===== src/rtl/ddr3_req_arbiter.sv =====
// ddr3_req_arbiter: arbitrates NUM_REQ requesters onto the single DDR3 controller
// CPU port, keeping one transaction outstanding at a time. A winner is accepted
// combinationally in IDLE, issued for one cycle, and tracked through BUSY until
// write ready, read return or a TIMEOUT abort. DONE then returns one response.
// Ports: i_cpu_ck / i_cpu_reset (async, active-high); req_* requester side with
// a one-hot req_ready accept; rsp_* one-hot completion, read data and abort flag;
// m_* controller CPU port.
// Macro DDR3_ARB_ROUND_ROBIN_EN: defined = round-robin search from the requester
// after the last owner; undefined = fixed priority (lowest index wins).
module ddr3_req_arbiter #(
    parameter int NUM_REQ = 4,
    parameter int ADDR_W  = 29,
    parameter int DATA_W  = 64,
    parameter int TIMEOUT = 64
) (
    input  logic                      i_cpu_ck,
    input  logic                      i_cpu_reset,
    input  logic [NUM_REQ-1:0]        req_valid,
    input  logic [NUM_REQ-1:0]        req_cmd,
    input  logic [NUM_REQ*ADDR_W-1:0] req_addr,
    input  logic [NUM_REQ*DATA_W-1:0] req_wdata,
    output logic [NUM_REQ-1:0]        req_ready,
    output logic [NUM_REQ-1:0]        rsp_valid,
    output logic [DATA_W-1:0]         rsp_rd_data,
    output logic                      rsp_err,
    output logic                      m_valid,
    output logic                      m_cmd,
    output logic [ADDR_W-1:0]         m_addr,
    output logic [DATA_W-1:0]         m_wr_data,
    input  logic                      m_data_rdy,
    input  logic                      m_rd_data_valid,
    input  logic [DATA_W-1:0]         m_rd_data
);

    localparam int IDX_W = $clog2(NUM_REQ);
    localparam logic [7:0] TO_LAST = 8'(TIMEOUT - 1);

    typedef enum logic [1:0] {IDLE, ISSUE, BUSY, DONE} state_t;

    state_t             state, state_nxt;
    logic [IDX_W-1:0]   owner;
    logic [IDX_W-1:0]   win;
    logic               found;
    logic               grant;
    logic               cmd_q;
    logic [ADDR_W-1:0]  addr_q;
    logic [DATA_W-1:0]  wdata_q;
    logic [DATA_W-1:0]  rd_data_q;
    logic               err_q;
    logic [7:0]         cnt;
    logic               done_ok;
    logic               timeout_hit;

`ifdef DDR3_ARB_ROUND_ROBIN_EN
    localparam logic [IDX_W:0] NR = (IDX_W+1)'(NUM_REQ);

    logic [IDX_W-1:0] ptr;
    logic [IDX_W:0]   sum;

    // Search NUM_REQ slots starting at ptr; sum < 2*NUM_REQ so one subtract wraps.
    always_comb begin
        found = 1'b0;
        win   = '0;
        sum   = '0;
        for (int i = 0; i < NUM_REQ; i++) begin
            sum = {1'b0, ptr} + (IDX_W+1)'(i);
            if (sum >= NR) begin
                sum = sum - NR;
            end
            if (!found && req_valid[sum[IDX_W-1:0]]) begin
                found = 1'b1;
                win   = sum[IDX_W-1:0];
            end
        end
    end

    always_ff @(posedge i_cpu_ck or posedge i_cpu_reset) begin
        if (i_cpu_reset) begin
            ptr <= '0;
        end else if (state == DONE) begin
            ptr <= (owner == IDX_W'(NUM_REQ - 1)) ? '0 : owner + 1'b1;
        end
    end
`else
    // Descending scan so the lowest requesting index is the last to write win.
    always_comb begin
        found = 1'b0;
        win   = '0;
        for (int i = NUM_REQ - 1; i >= 0; i--) begin
            if (req_valid[i]) begin
                found = 1'b1;
                win   = IDX_W'(i);
            end
        end
    end
`endif

    // Gated by reset so req_ready is 0 while reset is held, even with requests up.
    assign grant       = (state == IDLE) && found && m_data_rdy && !i_cpu_reset;
    assign req_ready   = grant ? (NUM_REQ'(1) << win) : '0;

    // Read completion ignores m_data_rdy; write completion ignores read returns.
    assign done_ok     = (state == BUSY) && (cmd_q ? m_data_rdy : m_rd_data_valid);
    assign timeout_hit = (state == BUSY) && !done_ok && (cnt == TO_LAST);

    always_comb begin
        state_nxt = state;
        case (state)
            IDLE:    if (grant) state_nxt = ISSUE;
            ISSUE:   state_nxt = BUSY;
            BUSY:    if (done_ok || timeout_hit) state_nxt = DONE;
            DONE:    state_nxt = IDLE;
            default: state_nxt = IDLE;
        endcase
    end

    always_ff @(posedge i_cpu_ck or posedge i_cpu_reset) begin
        if (i_cpu_reset) begin
            state     <= IDLE;
            owner     <= '0;
            cmd_q     <= 1'b0;
            addr_q    <= '0;
            wdata_q   <= '0;
            rd_data_q <= '0;
            err_q     <= 1'b0;
            cnt       <= '0;
        end else begin
            state <= state_nxt;
            if (grant) begin
                owner   <= win;
                cmd_q   <= req_cmd[win];
                addr_q  <= req_addr[win*ADDR_W +: ADDR_W];
                wdata_q <= req_wdata[win*DATA_W +: DATA_W];
            end
            // ISSUE always precedes BUSY, so clearing here is clearing on entry.
            if (state == ISSUE) begin
                cnt <= '0;
            end else if (state == BUSY) begin
                cnt <= cnt + 8'd1;
            end
            if (done_ok && !cmd_q) begin
                rd_data_q <= m_rd_data;
            end
            if (state == BUSY) begin
                err_q <= timeout_hit;
            end
        end
    end

    assign m_valid     = (state == ISSUE);
    assign m_cmd       = cmd_q;
    assign m_addr      = addr_q;
    assign m_wr_data   = wdata_q;
    assign rsp_valid   = (state == DONE) ? (NUM_REQ'(1) << owner) : '0;
    assign rsp_err     = (state == DONE) && err_q;
    assign rsp_rd_data = rd_data_q;

endmodule


===== config.mk =====
export PLATFORM = sky130hd
export DESIGN_NAME = ddr3_req_arbiter
export DESIGN_NICKNAME = d
export VERILOG_FILES = /design/src/rtl/ddr3_req_arbiter.sv
export SDC_FILE = /design/constraint.sdc
export NUM_CORES = 1
export LEC_CHECK = 0
export ABC_CLOCK_PERIOD_IN_PS = 15250
export BUFFER_PORTS_ARGS = -buffer_cell sky130_fd_sc_hd__buf_4
export CAP_MARGIN = 0
export CORE_AREA = 4 4 241 243
export CTS_BUF_LIST = sky130_fd_sc_hd__clkbuf_4
export DETAILED_ROUTE_END_ITERATION = 10
export DIE_AREA = 0 0 245 247
export PLACE_DENSITY = 0.37
export SYNTH_ARGS = -nofsm -noshare
export SYNTH_HDL_FRONTEND = slang
export SYNTH_SLANG_ARGS = --single-unit

===== constraint.sdc =====
create_clock -name i_cpu_ck -period 15.25 [get_ports i_cpu_ck]
set_input_delay 2.2875 -clock i_cpu_ck [delete_from_list [all_inputs] [get_ports i_cpu_ck]]
set_output_delay 2.2875 -clock i_cpu_ck [all_outputs]
set_load 0.01 [all_outputs]

Yosys cells after proc, flatten, opt, wreduce, memory -nomap -nowiden
Index checks and enable logic that the tools add are counted.
{ "op_classes": {"n_addsub": 1, "mul": 1, "magnitude_cmp": 1, "n_eq_ne": 6, "shift": 4, "mux": 18, "reduce_logical": 15} }
{ "op_table": {"columns": ["operator", "count"], "rows": [
  ["$shiftx A256 B9 Y64", 1],
  ["$shiftx A116 B8 Y29", 1],
  ["$mux W8", 2],
  ["$mux W2", 6],
  ["$add A8 B1 Y8 const B", 1],
  ["$eq A8 B6 Y1 const B", 1],
  ["$logic_and A1 B1 Y1", 8],
  ["$mux W4", 2],
  ["$pmux W2 S4", 1],
  ["$shl A1 B2 Y4 const A", 2],
  ["$mul A2 B5 Y7 const B", 1],
  ["$mux W1", 6],
  ["$eq A2 B2 Y1 const B", 2],
  ["$logic_not A1 Y1", 3],
  ["$lt A2 B3 Y1 const B", 1],
  ["$bmux W1 S2", 1],
  ["$eq A2 B1 Y1 const B", 1],
  ["$logic_not A2 Y1", 1],
  ["$ne A2 B1 Y1 const B", 1],
  ["$ne A2 B2 Y1 const B", 1],
  ["$reduce_and A2 Y1", 1],
  ["$reduce_bool A2 Y1", 1],
  ["$logic_or A1 B1 Y1", 1]
]} }
{ "totals": {"register_bits": 171, "in_bits": 448, "out_inout_bits": 168} }

Logic depth before layout (Yosys ltp)
Gate-level depths: netlist of run 1.
{ "depth": {"word_depth": 9, "ltp_mapped": 8, "ltp_nobuf": 6} }

Worst setup path after synthesis of run 1
OpenSTA, ideal clock, no wires.
{ "synth_path": {"path_kind": "input to output", "startpoint": "in req_valid[0]", "endpoint": "out req_ready[3]", "arrival_ns": 3.198, "path_slack_ns": 9.765, "cell_stages": 4, "n_path_buf": 2, "path_cell_list": "nor4b_2 > buf_4 > buf_4 > and2_1"} }
{ "synth_via": {"elab_chain_cells": 5, "elab_cells_between_ends": 7, "cone_classes": "shift: 1; mux: 3; reduce/logical: 3"} }
{ "synth_lines": {"columns": ["element", "line_no", "rtl"], "rows": [
  ["start, declared", "18", "input logic [NUM_REQ-1:0] req_valid,"],
  ["$mux W1", "90", "if (req_valid[i]) begin"],
  ["$logic_and A1 B1 Y1 (3 in a row)", "99", "assign grant = (state == IDLE) && found && m_data_rdy && !i_cpu_reset;"],
  ["$mux W4 (*)", "100", "assign req_ready = grant ? (NUM_REQ'(1) << win) : '0;"],
  ["end, declared", "22", "output logic [NUM_REQ-1:0] req_ready,"]
]} }
Mark *: on every way between the ends. The rest lies on a longest branch, timed or not.

Final worst setup path of run 1
Ends and elaborated chain as after synthesis.

==> results of run 1 <==
[final timing paths]
kind	start	endpoint	slack (ns)	depth (start not counted)
min in group asynchronous	i_cpu_reset	err_q	1.66	2
max in group asynchronous	i_cpu_reset	m_wr_data[41]	12.28	3
setup reg to reg	state[0]	m_wr_data[12]	12.87	6
hold / removal	rsp_rd_data[50]	rsp_rd_data[50]	0.53	1
hold reg to reg	rsp_rd_data[50]	rsp_rd_data[50]	0.53	1
setup / recovery	req_valid[0]	req_ready[3]	9.82	4
[cell type report]
class / count / area [um2] / area share [%]
repair buffers: 624 / 4700 / 34.1
well taps: 756 / 946 / 6.86
clock buffers: 18 / 135 / 0.980
inverters: 10 / 42.5 / 0.309
clock inverters: 14 / 204 / 1.48
diodes: 3 / 7.51 / 0.0545
multi-input cells: 511 / 3480 / 25.2
flip-flops and latches: 171 / 4280 / 31.0
[registers in the layout, indices dropped and copies added, names as in the netlist]
| register | cells |
|---|---|
| cnt | 8 |
| err_q | 1 |
| m_addr | 29 |
| m_cmd | 1 |
| m_wr_data | 64 |
| owner | 2 |
| rsp_rd_data | 64 |
| state | 2 |
[per-stage QoR]
step                      setup slack, ns  instances  utilization [%]  cell area (um2)
after detailed placement             9.75       2072             24.0            13400
after global routing                 9.74       2107             24.6            13800
after floorplan                      8.33        762                -             8080
after CTS                            9.75       2104             24.6            13800
after global placement               9.78       2072             24.0            13400
final                                9.82       2107             24.6            13800
[cells in the final DEF, fill, tap and decap left out, types with 3 or more instances in the layout]
cell type	count
clkinv_8	3
o22ai_1	5
inv_1	8
mux2i_1	3
dfrtp_1	171
ha_1	6
nand2_1	103
clkbuf_4	18
mux2_2	66
and2_1	3
nor3b_1	3
diode_2	3
inv_6	7
a21oi_1	4
nand3b_1	3
nor2_1	102
buf_4	623
a31oi_1	94
bufinv_16	3
a222oi_1	94
[power groups by stage]
stage | sequential, mW | clock, mW | combinational [mW]
floorplan | 0.908 | 0 | 0.354
global placement | 0.818 | 0 | 1.04
detailed placement | 0.825 | 0 | 1.04
CTS | 0.817 | 0.342 | 1.03
global route | 0.845 | 0.358 | 1.10
finish | 0.814 | 0.316 | 1.01
[worst reg2reg max path, delay by kind of cell (launching register included)]
family | cells | cell delay [ns]
adder cells (fa/ha/maj) | 1 | 0.24
flip-flops | 1 | 0.43
buffers and inverters | 2 | 0.58
AND/OR/NAND/NOR | 1 | 0.22
AO/OA/AOI/OAI | 2 | 0.72
[kinds of logic after synthesis]
family / count (synthesis) / synth area share, %
flops: 171 / 52.9
mux: 70 / 9.71
xor+xnor: 2 / 0.217
simple gates: 229 / 11.5
compound gates: 204 / 20.2
fa+ha+maj: 6 / 0.929
buf+inv: 80 / 4.47
[routing by layer]
| metal | share of wire [%] | vias up | wire length (um) | GRT usage [%] |
|---|---|---|---|---|
| li1 | - | 4079 | - | - |
| met4 | 0.92 | 0 | 369 | 2.82 |
| met3 | 10 | 18 | 4020 | 5.48 |
| met1 | 37 | 4135 | 15000 | 13.9 |
| met2 | 52 | 428 | 20900 | 22.5 |
| met5 | 0 | - | 0 | 0 |
==> results.sh, run 1 <==
export IMPL_ir_worst_vdd_mv=0.0466
export IMPL_worst_slew_pin_slew_ns=0.979
export IMPL_switchingPower_uw=798
export IMPL_drtAntennaViolNets=0
export IMPL_crit_fanout=6
export IMPL_vias=8660
export IMPL_die_w_um=245
export IMPL_fmaxAchievable_mhz=184
export IMPL_synth_nets=1216
export IMPL_antenna_found_initial=2
export IMPL_worst_path_buf_inv=2
export IMPL_pwr_share_comb_pct=47.2
export IMPL_yosysMostFrequentCell="dfrtp_1"
export IMPL_grt_overflow=0
export IMPL_outcome="complete, no violations"
export IMPL_drv_slew=0
export IMPL_drc=0
export IMPL_cts_root_buf="clkbuf_4"
export IMPL_start_kind="input pin"
export IMPL_hold_slack_ns=0.529
export IMPL_p_seq_share_pct=38.0
export IMPL_place_congestion=0.828
export IMPL_first_global_vias=8831
export IMPL_synth_edf_count=0
export IMPL_setup_tns_ns=0
export IMPL_postSynthAreaPerCell_um2=10.6
export IMPL_yosys_area_top_type="dfrtp_1"
export IMPL_ys_ff_latch=171
export IMPL_rsz0062_at_grt="no"
export IMPL_start_util_pct=14.4
export IMPL_area_growth_pct=70.6
export IMPL_dpl_hpwl_mm=30.8
export IMPL_die_area_um2=60500
export IMPL_ios=616
export IMPL_finalNetCount=1789
export IMPL_critical_path_arrival_ns=3.14
export IMPL_cp_top_family="simple AND/OR/NAND/NOR gates"
export IMPL_die_height_um=247
export IMPL_wire_per_inst_um=19.1
export IMPL_crit_top_cell="buf_4"
export IMPL_synth_top_area_share_pct=52.9
export IMPL_cpPeakStageDelay_ns=0.31
export IMPL_hold_viol=0
export IMPL_clk_latency_ns=0.70
export IMPL_synth_cell_type_count=34
export IMPL_cp_cell_sequence="buf_4 > nor4b_4 > and2_1 > buf_4"
export IMPL_cap_violations=0
export IMPL_synthTopCellsByCount="dfrtp_1, nand2_1, nor2_1"
export IMPL_clkPwrFrac_pct=14.8
export IMPL_synth_cell_area_um2=8080
export IMPL_num_rows=87
export IMPL_crit_type="input pin to output port"
export IMPL_cts_tree="done"
export IMPL_clockBufferDepth=2
export IMPL_drive_gt1_share_pct=54.2
export IMPL_critPathCaptureType="output port"
export IMPL_period_share_pct=35.6
export IMPL_synthCells=762
export IMPL_p_leak_nw=6.33
export IMPL_switching_share_pct=37.3
export IMPL_grt_max_degree=190
export IMPL_synth_top_cells_by_area="dfrtp_1, a222oi_1, mux2_2"
export IMPL_ys_seq_area_share_pct=52.9
export IMPL_cts_hold_buf=0
export IMPL_clock_sinks=171
export IMPL_first_pass_iters=10
export IMPL_slew_headroom_pct=34.7
export IMPL_hold_path_class="flop to flop"
export IMPL_post_cts_setup_buffer_count=0
export IMPL_ys_async_sr_fraction_pct=100
export IMPL_vias_per_cell=4.11
export IMPL_cts_max_level=4
export IMPL_n_fill_cell=6221
export IMPL_finalPower_mw=2.14
export IMPL_core_area_um2=56000
export IMPL_p_per_area_nw_per_um2=155
export IMPL_synth_flop_cell="dfrtp_1"
export IMPL_internal_power_mw=1.34
export IMPL_portBuffers=615
export IMPL_setup_viol=0
export IMPL_slowest_stage="nor4b_4"
export IMPL_skew_ns=0.0386
export IMPL_grt_pass1_wl_mm=57.1
export IMPL_cts_resized_gates=0
export IMPL_fin_crit_ns=5.43
export IMPL_drt_iter0_markers=713
export IMPL_synth_warnings=0
export IMPL_routed_wl_mm=40.3
export IMPL_grt_total_usage_pct=12.6
export IMPL_cts_buffers=17
export IMPL_crit_required_ns=12.96
export IMPL_clk_pin_slew_ns=0.18
No activity file was read; power rests on OpenSTA's default activity.
==> inputs of run 2 (changes only) <==
ABC_AREA = 1   (was default)
ABC_CLOCK_PERIOD_IN_PS = 4700   (was 15250)
CORE_AREA = 4 4 240 242   (was 4 4 241 243)
DIE_AREA = 0 0 244 246   (was 0 0 245 247)
PLACE_DENSITY = 0.44   (was 0.37)
clock period = 4.7 ns   (was 15.25 ns; I/O delays follow)
==> results.sh, run 2 <==
export IMPL_outcome="complete, no violations"
export IMPL_final_cell_mix="buf_4, nand2_1, nor2_1"
export IMPL_yosysMostFrequentCell="nand2_1"
export IMPL_clk_pin_slew_ns=0.16
export IMPL_grt_max_degree=191
export IMPL_dpl_cell_count=2749
export IMPL_postSynthAreaPerCell_um2=7.17
export IMPL_num_rows=86
export IMPL_grt_overflow=0
export IMPL_synth_top_cells_by_area="dfrtp_1, nand3_1, nand2_1"
export IMPL_cap_violations=0
export IMPL_crit_fanout=47
export IMPL_clockBufferDepth=2
export IMPL_yosys_area_top_type="dfrtp_1"
export IMPL_cts_hold_buf=0
export IMPL_antenna_found_initial=11
export IMPL_drive_gt1_share_pct=36.3
export IMPL_fin_crit_ns=3.50
export IMPL_cts_tree="done"
export IMPL_synth_warnings=0
export IMPL_critPathCaptureType="output port"
export IMPL_instances_no_fill=2785
export IMPL_ir_worst_vdd_mv=0.164
export IMPL_skew_ns=0.0258
export IMPL_final_common_cell="buf_4"
export IMPL_finalNetCount=2474
export IMPL_synth_top_area_share_pct=40.0
export IMPL_placed_cell_area_um2=15700
export IMPL_design_area_um2=16000
export IMPL_ys_ff_latch=171
export IMPL_post_cts_setup_buffer_count=0
export IMPL_period_share_pct=74.4
export IMPL_setup_viol=0
export IMPL_vias=12100
export IMPL_synth_cell_type_count=25
export IMPL_portBuffers=615
export IMPL_drtAntennaViolNets=0
export IMPL_synth_edf_count=0
export IMPL_p_leak_nw=8.07
export IMPL_p_per_area_nw_per_um2=433
export IMPL_synth_nets=1946
export IMPL_crit_type="flop to output port"
export IMPL_cts_root_buf="clkbuf_4"
export IMPL_die_w_um=244
export IMPL_first_pass_iters=5
export IMPL_dpl_hpwl_mm=39.5
export IMPL_cts_resized_gates=0
export IMPL_slew_headroom_pct=26.1
export IMPL_hold_slack_ns=0.105
export IMPL_fmaxAchievable_mhz=286
export IMPL_synthTopCellsByCount="nand2_1, nor2_1, nand3_1"
export IMPL_start_kind="flop"
export IMPL_core_area_um2=55100
export IMPL_n_fill_cell=6178
export IMPL_ios=616
export IMPL_ys_seq_area_share_pct=40.0
export IMPL_rsz0062_at_grt="no"
export IMPL_clock_sinks=171
export IMPL_routed_wl_mm=52.4
export IMPL_synth_cell_area_um2=10700
export IMPL_start_util_pct=19.4
export IMPL_wire_per_inst_um=18.8
export IMPL_die_area_um2=60000
export IMPL_area_growth_pct=49.9
export IMPL_critical_path_arrival_ns=2.79
export IMPL_first_global_vias=12200
export IMPL_worst_slew_pin_slew_ns=1.11
export IMPL_hold_path_class="input pin to asynchronous set/reset pin"
export IMPL_ys_async_sr_fraction_pct=100
export IMPL_cts_buffers=17
export IMPL_drc=0
export IMPL_crit_required_ns=3.99
export IMPL_cts_max_level=4
export IMPL_vias_per_cell=4.33
export IMPL_die_height_um=246
export IMPL_clk_latency_ns=0.72
export IMPL_setup_tns_ns=0
export IMPL_drv_slew=0
export IMPL_grt_total_usage_pct=16.8
export IMPL_synthCells=1492
export IMPL_drt_iter0_markers=513
export IMPL_synth_flop_cell="dfrtp_1"
export IMPL_final_util_pct=29.1
export IMPL_grt_pass1_wl_mm=76.4
export IMPL_place_congestion=0.867
export IMPL_hold_viol=0
[run 2: cell types whose count changed after synthesis, sizes merged, moves of 5 or more]
cell,before,now
nand4,0,94
buf,39,112
nor2,103,295
o21ai,2,8
a31oi,94,0
clkbuf,31,7
nor3,2,7
nand2,103,313
nand3,2,288
a222oi,94,0
inv,10,118
o22ai,5,0
[run 2: critical path, cell delays in order, from the launching register on]
cell,delay (ns)
dfrtp_1,0.45
inv_1,0.12
ha_1,0.18
nand2_1,0.15
nor2_1,0.15
nand2_2,0.20
inv_6,0.37
nand2_1,0.14
a21oi_1,0.17
buf_4,0.15
[run 2: final timing paths]
path | end | slack, ns | from | cells after the start
worst max-delay path | req_ready[1] | 1.20 | state[0] | 9
max in group asynchronous | rsp_rd_data[6] | 3.86 | i_cpu_reset | 3
worst min register to register | rsp_rd_data[60] | 0.53 | rsp_rd_data[60] | 1
worst min-delay path | m_cmd | 0.11 | i_cpu_reset | 3
min in group i_cpu_ck | rsp_rd_data[32] | 0.21 | m_rd_data[32] | 2
worst max register to register | m_wr_data[15] | 2.13 | state[0] | 10
[run 2: layout make-up]
type	instances	area (um2)	area share, %
Multi-Input combinational cell	1084	5290	33.0
Timing Repair Buffer	628	4760	29.7
Sequential cell	171	4280	26.7
Tap cell	748	936	5.84
Inverter	118	454	2.83
Clock inverter	15	178	1.11
Clock buffer	17	128	0.796
Antenna cell	4	10.0	0.0624
[run 2: cells by family (layout without fill, tap and decap cells)]
kind of cell	after synthesis	after routing	share of synthesized area, %
mux	64	64	6.74
flops	171	171	40.0
compound gates	14	14	0.655
simple gates	1000	1000	41.0
fa+ha+maj	6	6	0.702
buf+inv	237	778	10.9
other cells	0	4	0
[run 2: per-stage QoR]
step	total power [mW]	worst slack [ns]
after global routing	7.49	0.877
after CTS	7.11	1.01
after detailed placement	6.10	1.40
final	6.94	1.20
after global placement	6.05	1.52
after floorplan	4.16	1.81
[run 2: layer usage]
layer | routed length (um) | global-route usage [%]
met5 | 20 | 0
met4 | 1010 | 5.10
met3 | 4690 | 6.50
met2 | 25700 | 29.0
met1 | 21000 | 19.3
[run 2: where the power goes]
part | switching, mW | internal, mW
sequential | 0.425 | 2.18
clock | 0.677 | 0.293
combinational | 1.66 | 1.71
